[src/rtl/uart_pkg.sv]
// Shared types and constants for the UART packet parser.
// Optional inter-byte timeout: define UART_PKT_TIMEOUT_EN.
package uart_pkg;

   typedef enum logic [1:0] {
      S_HUNT    = 2'd0,
      S_GET_LEN = 2'd1,
      S_PAYLOAD = 2'd2,
      S_GET_CHK = 2'd3
   } state_t;

   typedef enum logic [1:0] {
      ERR_NONE    = 2'd0,
      ERR_LEN     = 2'd1,
      ERR_CHK     = 2'd2,
      ERR_TIMEOUT = 2'd3
   } err_code_t;

   localparam logic [7:0] SOF_DEFAULT = 8'hA5;

endpackage

[src/rtl/uart_pkt_outreg.sv]
// One-entry valid/ready payload holding register.
// o_free tells the parser a new byte may land next cycle.
module uart_pkt_outreg #(
   parameter int DATA_WIDTH = 8
) (
   input  logic                  CLKip,
   input  logic                  RSTni,
   input  logic                  i_load,
   input  logic [DATA_WIDTH-1:0] i_data,
   input  logic                  i_last,
   input  logic                  i_ready,
   output logic                  o_valid,
   output logic [DATA_WIDTH-1:0] o_data,
   output logic                  o_last,
   output logic                  o_free
);

   logic                  r_valid;
   logic [DATA_WIDTH-1:0] r_data;
   logic                  r_last;

   assign o_free  = !r_valid || i_ready;
   assign o_valid = r_valid;
   assign o_data  = r_data;
   assign o_last  = r_last;

   always_ff @(posedge CLKip or negedge RSTni) begin
      if (!RSTni) begin
         r_valid <= 1'b0;
         r_data  <= '0;
         r_last  <= 1'b0;
      end else if (i_load) begin
         r_valid <= 1'b1;
         r_data  <= i_data;
         r_last  <= i_last;
      end else if (i_ready) begin
         r_valid <= 1'b0;
         r_last  <= 1'b0;
      end
   end

endmodule

[src/rtl/uart_pkt_parser.sv]
// Frame parser: SOF, LEN, payload, XOR check, fed from a UART RX FIFO.
// Optional inter-byte timeout: define UART_PKT_TIMEOUT_EN.
module uart_pkt_parser
   import uart_pkg::*;
#(
   parameter int                    DATA_WIDTH     = 8,
   parameter int                    MAX_LEN        = 64,
   parameter logic [DATA_WIDTH-1:0] SOF_BYTE       = DATA_WIDTH'(SOF_DEFAULT),
   parameter int                    TIMEOUT_CYCLES = 100_000
) (
   input  logic                  CLKip,
   input  logic                  RSTni,
   input  logic                  EMPTYi,
   input  logic [DATA_WIDTH-1:0] DATAi,
   output logic                  RDo,
   output logic [DATA_WIDTH-1:0] PAY_DATAo,
   output logic                  PAY_VALIDo,
   input  logic                  PAY_READYi,
   output logic                  PAY_LASTo,
   output logic                  FRAME_OKo,
   output logic                  FRAME_ERRo,
   output logic [1:0]            ERR_CODEo
);

   state_t                r_state;
   state_t                w_state_nxt;
   logic                  r_rd_pend;
   logic [DATA_WIDTH-1:0] r_cnt;
   logic [DATA_WIDTH-1:0] w_cnt_nxt;
   logic [DATA_WIDTH-1:0] r_xor;
   logic [DATA_WIDTH-1:0] w_xor_nxt;
   logic                  r_ok;
   logic                  w_ok_nxt;
   logic                  r_err;
   logic                  w_err_nxt;
   err_code_t             r_code;
   err_code_t             w_code_nxt;
   logic                  w_byte;
   logic                  w_load;
   logic                  w_last;
   logic                  w_slot_free;
   logic                  w_len_bad;

   // A byte is on DATAi exactly one cycle after its read strobe.
   assign w_byte    = r_rd_pend;
   assign RDo       = !EMPTYi && !r_rd_pend &&
                      ((r_state != S_PAYLOAD) || w_slot_free);
   assign w_len_bad = (DATAi == '0) ||
                      (DATAi > DATA_WIDTH'(MAX_LEN));

   assign FRAME_OKo  = r_ok;
   assign FRAME_ERRo = r_err;
   assign ERR_CODEo  = r_code;

`ifdef UART_PKT_TIMEOUT_EN
   localparam int TW = $clog2(TIMEOUT_CYCLES + 1);
   logic [TW-1:0] r_to_cnt;
   logic          w_to_fire;

   assign w_to_fire = (r_state != S_HUNT) && !w_byte &&
                      (r_to_cnt == TW'(TIMEOUT_CYCLES - 1));

   always_ff @(posedge CLKip or negedge RSTni) begin
      if (!RSTni) begin
         r_to_cnt <= '0;
      end else if ((r_state == S_HUNT) || w_byte) begin
         r_to_cnt <= '0;
      end else begin
         r_to_cnt <= r_to_cnt + 1'b1;
      end
   end
`endif

   always_comb begin
      w_state_nxt = r_state;
      w_cnt_nxt   = r_cnt;
      w_xor_nxt   = r_xor;
      w_ok_nxt    = 1'b0;
      w_err_nxt   = 1'b0;
      w_code_nxt  = r_code;
      w_load      = 1'b0;
      w_last      = 1'b0;
      unique case (r_state)
         S_HUNT: begin
            if (w_byte && (DATAi == SOF_BYTE)) begin
               w_state_nxt = S_GET_LEN;
            end
         end
         S_GET_LEN: begin
            if (w_byte) begin
               if (w_len_bad) begin
                  w_err_nxt   = 1'b1;
                  w_code_nxt  = ERR_LEN;
                  w_state_nxt = S_HUNT;
               end else begin
                  w_cnt_nxt   = DATAi;
                  w_xor_nxt   = DATAi;
                  w_state_nxt = S_PAYLOAD;
               end
            end
         end
         S_PAYLOAD: begin
            if (w_byte) begin
               w_load    = 1'b1;
               w_xor_nxt = r_xor ^ DATAi;
               w_cnt_nxt = r_cnt - 1'b1;
               if (r_cnt == DATA_WIDTH'(1)) begin
                  w_last      = 1'b1;
                  w_state_nxt = S_GET_CHK;
               end
            end
         end
         S_GET_CHK: begin
            if (w_byte) begin
               if (DATAi == r_xor) begin
                  w_ok_nxt   = 1'b1;
                  w_code_nxt = ERR_NONE;
               end else begin
                  w_err_nxt  = 1'b1;
                  w_code_nxt = ERR_CHK;
               end
               w_state_nxt = S_HUNT;
            end
         end
      endcase
`ifdef UART_PKT_TIMEOUT_EN
      if (w_to_fire) begin
         w_err_nxt   = 1'b1;
         w_code_nxt  = ERR_TIMEOUT;
         w_state_nxt = S_HUNT;
      end
`endif
   end

   always_ff @(posedge CLKip or negedge RSTni) begin
      if (!RSTni) begin
         r_state   <= S_HUNT;
         r_rd_pend <= 1'b0;
         r_cnt     <= '0;
         r_xor     <= '0;
         r_ok      <= 1'b0;
         r_err     <= 1'b0;
         r_code    <= ERR_NONE;
      end else begin
         r_state   <= w_state_nxt;
         r_rd_pend <= RDo;
         r_cnt     <= w_cnt_nxt;
         r_xor     <= w_xor_nxt;
         r_ok      <= w_ok_nxt;
         r_err     <= w_err_nxt;
         r_code    <= w_code_nxt;
      end
   end

   uart_pkt_outreg #(
      .DATA_WIDTH (DATA_WIDTH)
   ) u_outreg (
      .CLKip   (CLKip),
      .RSTni   (RSTni),
      .i_load  (w_load),
      .i_data  (DATAi),
      .i_last  (w_last),
      .i_ready (PAY_READYi),
      .o_valid (PAY_VALIDo),
      .o_data  (PAY_DATAo),
      .o_last  (PAY_LASTo),
      .o_free  (w_slot_free)
   );

endmodule

[config.mk]
export PLATFORM = sky130hd
export DESIGN_NAME = uart_pkt_parser
export DESIGN_NICKNAME = d
export VERILOG_FILES = /design/src/rtl/uart_pkg.sv /design/src/rtl/uart_pkt_outreg.sv /design/src/rtl/uart_pkt_parser.sv
export SDC_FILE = /design/constraint.sdc
export NUM_CORES = 1
export LEC_CHECK = 0
export BUFFER_PORTS_ARGS = -buffer_cell sky130_fd_sc_hd__buf_2
export CAP_MARGIN = 20
export CORE_ASPECT_RATIO = 0.6
export CORE_MARGIN = 1.5
export CORE_UTILIZATION = 25
export CTS_CLUSTER_SIZE = 10
export DETAILED_ROUTE_END_ITERATION = 8
export GPL_TIMING_DRIVEN = 0
export SETUP_SLACK_MARGIN = 0.2
export SLEW_MARGIN = 20
export SYNTH_ARGS = -nofsm -noshare
export SYNTH_HDL_FRONTEND = slang
export SYNTH_SLANG_ARGS = --single-unit
[constraint.sdc]
create_clock -name CLKip -period 2.7 [get_ports CLKip]
set_input_delay 0.54 -clock CLKip [delete_from_list [all_inputs] [get_ports CLKip]]
set_output_delay 0.54 -clock CLKip [all_outputs]
set_load 0.03 [all_outputs]
# --- Word-level counts from Yosys, hierarchy flattened ---
# Index checks and enable logic that the tools add are counted.
totals:
  in_bits: 12
  regBits: 33
classes:
  reduce_logical: 17
  n_addsub: 1
  n_lt_le_gt_ge: 1
  bitwise: 1
  mux: 34
  eq_ne: 14
op_table:
  columns: ["op", "count"]
  rows:
  - ["two-way mux 8 bit", 4]
  - ["one-hot mux 8 bit (2 select lines)", 2]
  - ["two-way mux 2 bit", 10]
  - ["!= test 2 bit (second input constant)", 8]
  - ["two-way mux 1 bit", 15]
  - ["equality test 8 x 1 -> 1 bit (second input constant)", 1]
  - ["equality test 8 bit", 1]
  - ["equality test 8 bit (second input constant)", 1]
  - ["greater-than comparator 8 x 7 -> 1 bit (second input constant)", 1]
  - ["zero test 8 bit", 1]
  - ["one-hot mux 2 bit (4 select lines)", 1]
  - ["AND reduction 4 bit", 2]
  - ["subtractor 8 x 1 -> 8 bit (second input constant)", 1]
  - ["XOR 8 bit", 1]
  - ["nonzero test 2 bit", 3]
  - ["AND reduction 5 bit", 1]
  - ["equality test 2 bit (second input constant)", 2]
  - ["one-hot mux 2 bit (2 select lines)", 1]
  - ["logical AND 1 bit", 3]
  - ["zero test 1 bit", 3]
  - ["logical OR 1 bit", 3]
  - ["equality test 2 x 1 -> 1 bit (second input constant)", 1]
  - ["zero test 2 bit", 1]
  - ["one-hot mux 1 bit (2 select lines)", 1]

# --- Longest topological paths before layout ---
logic_depth:
  word_depth: 5
  depth_mapped: 7
  mapped_depth_nobuf: 6

# --- Hierarchy ---
# A second synthesis with hierarchy kept.
hier_totals:
  hier_cells: 180
  hier_area_um2: 1819.2
by_module_without_submodules:
  columns: ["mod", "area_per_inst_um2", "instances", "cells_each"]
  rows:
  - ["uart_pkt_parser", 1416.4, 1, 157]
  - ["uart_pkt_outreg", 402.9, 1, 23]

# --- Least setup slack after synthesis ---
# OpenSTA, ideal clock, no wires.
synth_path:
  path_kind: "input to register"
  start: "in DATAi[1]"
  end: "reg r_xor[4]"
  setup_slack_ps: 649
  arrival_ps: 1940
  setup_time_ps: 111
  required_ps: 2589
  cell_stages: 6
  path_buffers: 2
  cell_sequence: "buf_4 > or3_4 > buf_6 > nor4_4 > nor3_2 > a2111oi_2"
synth_between:
  elab_chain_len: 4
  word_cells_on_any_way: 5
  cone_classes: "1 x order compare; 1 x eq/ne; 3 x reduce/logical"
synth_rtl:
  columns: ["item", "line", "rtl"]
  rows:
  - ["from (decl)", "uart_pkt_parser.sv:14", "input logic [DATA_WIDTH-1:0] DATAi,"]
  - ["greater-than comparator 8 x 7 -> 1 bit / zero test 8 bit (equally long branches)", "uart_pkt_parser.sv:49, uart_pkt_parser.sv:48", null]
  - ["logical OR 1 bit *", "uart_pkt_parser.sv:48", "assign w_len_bad = (DATAi == '0) ||"]
  - ["!= test 2 bit (no source line) *", null, null]
  - ["AND reduction 4 bit (no source line) *", null, null]
  - ["to (signal assigned)", "uart_pkt_parser.sv:148", "r_xor <= w_xor_nxt;"]
  - ["to (decl)", "uart_pkt_parser.sv:30", "logic [DATA_WIDTH-1:0] r_xor;"]
# Mark *: on every way between the ends. The rest lies on a longest branch, timed or not.
# A chain may end at the register's enable or synchronous reset.

==> run summary <==
Run status: complete, no violations
Worst R2R Path Depth: 4
Largest net degree at the start of global routing: 34
# Post-CTS Setup Buffers: 0
CTS resizes: 0
Clock Skews: 0.00303 ns
Total I/O pin count: 27
Count of final setup violators: 0
Final worst slack: 0.392 ns
DIE AREA: 0.00800 mm²
Layout overhead on the synthesized area: 20.0%
Post-DP HPWL: 3620 µm
DRT antenna net count: 0
Final setup TNS: 0 ns
Max FO, Critical Path: 10
DRC: 0
Final net count: 239
First-pass GRT wire length: 7860 µm
Antenna violations before repair: 0
Syn Inst Count: 198
VDD IR max: 0.256 mV
F_max: 0.433 GHz
# Max-Cap Violations: 0
Hold crit path type: input port to async pin
Leakage: 0.976 nW
All-Layer GR Usage: 0.132
Synth Warn #: 0
Setup CP Type: register to output port
Startpoint types: register
Clock Pin Slew Worst Setup and Hold Paths: 0.05 ns
Post-cts hold buffer count: 0
Die width: 114 µm
Most used DFF post-synth: dfrtp_1
# H-tree levels: 2
Post-synth EDFFs: 0
Period utilisation layout: 0.855
Fillers: 789
Initial DRC count: 149
Avg WL per Cell: 15.1 µm
Slew HR: 0.487
Sequential area share after synthesis: 0.443
Hold Vio Cnt, Final: 0
Number of synthesized register bits: 33
WL met3: 466 µm
Final core occ: 0.309
I/O Buffers: 20
Pins Over Slew Limit: 0
Drt pass-1 iters: 4
Crit end category: output port
Synthesized Nets: 212
Pre-CTS setup slack: 0.383 ns
Routability cong.: 0.880
Initial core utilization: 0.258
Netlist cell types: 50
Die Y: 69.9 µm
Req. time, crit path: 2.16 ns
CTS Buf Count: 5
Top routing layer used: met4
Total Routed Length: 4960 µm
Via Count: 1622
Synthesized area: 0.00186 mm²
Metal1 wirelength: 2590 µm
Worst Path Arrival: 1.77 ns
Vias in the first global route: 1445
CTS Root Cell: clkbuf_16
Least-Margin Pin Slew: 0.769 ns
N_diodes: 0
Worst-skew pair later-pin latency: 0.28 ns
Vias per cell: 4.93
Layout cells sized above 1: 0.213
Overflow after GRT: 0
TritonCTS clock tree: built
Clock tree buffer depth: 2
Num Clock Sinks: 33
FP Rows: 24
Asr flop ratio synth: 1.00
Core area: 0.00724 mm²
Avg Inst Size Synth: 9.42 µm²
RSZ-0062 raised after global routing: false
Power per cell area: 873 mW/mm²
Met2 WL: 1860 µm
Min Tclk post-route: 2.31 ns
## placed cells by master, fill, tap and decap left out, drive strengths merged, types with 2 or more instances in the layout
cell type and n:
o22ai 4, dfrtp 33, ha 2, xor2 2
a31oi 4, nand2 28, and3 3, nor2 15
nand3 6, or3 2, nand2b 2, o221a 3
nand4 3, a21oi 11, o31a 3, inv 8
buf 28, and2 4, nor4 4, o21ai 9
nor3 7, nor4b 2, xnor2 4, a311oi 2
clkbuf 12, a211oi 7
## final timing paths
check | from | end | slack [ns]
max in group asynchronous | RSTni | r_cnt[7] | 1.87
worst min-delay path | RSTni | r_xor[3] | 0.34
worst max-delay path | register | RDo | 0.39
worst min register to register | u_outreg.o_data[1] | u_outreg.o_data[1] | 0.47
worst max register to register | r_cnt[4] | r_state[0] | 0.82
min in group CLKip | u_outreg.o_data[1] | u_outreg.o_data[1] | 0.47
## power breakdown
group | total [mW] | switching [mW] | leakage, nW | internal, mW
Clock | 0.565 | 0.203 | 0.0700 | 0.362
Sequential | 0.761 | 0.121 | 0.403 | 0.641
Combinational | 0.628 | 0.388 | 0.502 | 0.240
## metrics by stage
step	hold WS, ns	power (mW)	cell area (µm²)	cells
floorplan	0.244	1.21	1860	198
global placement	0.453	1.37	2090	322
detailed placement	0.457	1.39	2090	322
CTS	0.367	1.96	2240	329
global route	0.405	2.08	2240	329
finish	0.335	1.95	2240	329
## cell families after synthesis
logic type / share of synthesized area
AOI/OAI and AO/OA: 0.199
DFF: 0.443
xor gates and xnor gates: 0.0282
muxes: 0.00537
buffers and inverters: 0.0671
adders and majority gates: 0.0134
and+or+nand+nor: 0.244
## critical path, stage by stage, from the launching register on
cell      delay, ns
dfrtp_1        0.37
clkbuf_1       0.35
nand2b_1       0.28
o31a_1         0.32
buf_2          0.18
## state kept, by name, summed over array words and instances (netlist names), named ones only
signal,count
r_state,1
u_outreg.o_last,1
u_outreg.o_data,8
u_outreg.o_valid,1
FRAME_OKo,1
r_rd_pend,1
FRAME_ERRo,1
r_xor,8
ERR_CODEo,2
r_cnt,8
## layout make-up
cell class,count,area [µm²],area share
timing repair buffer,20,100,0.0447
buffer,13,95.1,0.0425
tap,104,130,0.0582
inverter,8,30.0,0.0134
multi-input combinational,144,913,0.408
sequential,33,826,0.369
clock buffer,7,143,0.0638
## synth_stat cells (2+ instances only)
library cell  number  area [µm²]
o31a_2             2        20.0
and3_1             3        18.8
o22ai_1            4        25.0
nor3_1             6        30.0
buf_6              5        56.3
ha_1               2        25.0
and2_1             4        25.0
inv_1              8        30.0
buf_4              2        15.0
a21oi_1           11        55.1
clkbuf_1           5        18.8
xor2_1             2        17.5
nor4_1             3        18.8
nand4_1            3        18.8
a211oi_1           6        45.0
nand3_1            6        30.0
a31oi_1            4        25.0
nand2b_1           2        12.5
o21ai_0            9        45.0
nor4b_1            2        17.5
a311oi_1           2        17.5
dfrtp_1           33         826
nor2_1            15        56.3
nand2_1           28         105
xnor2_1            4        35.0
o221a_2            3        33.8
## metal layers
layer,GRT usage,vias to the layer above
met5,0,-
met4,0.0417,0
met3,0.0451,4
met2,0.152,68
met1,0.216,771
li1,-,779
(Power assumes the default switching activity.)
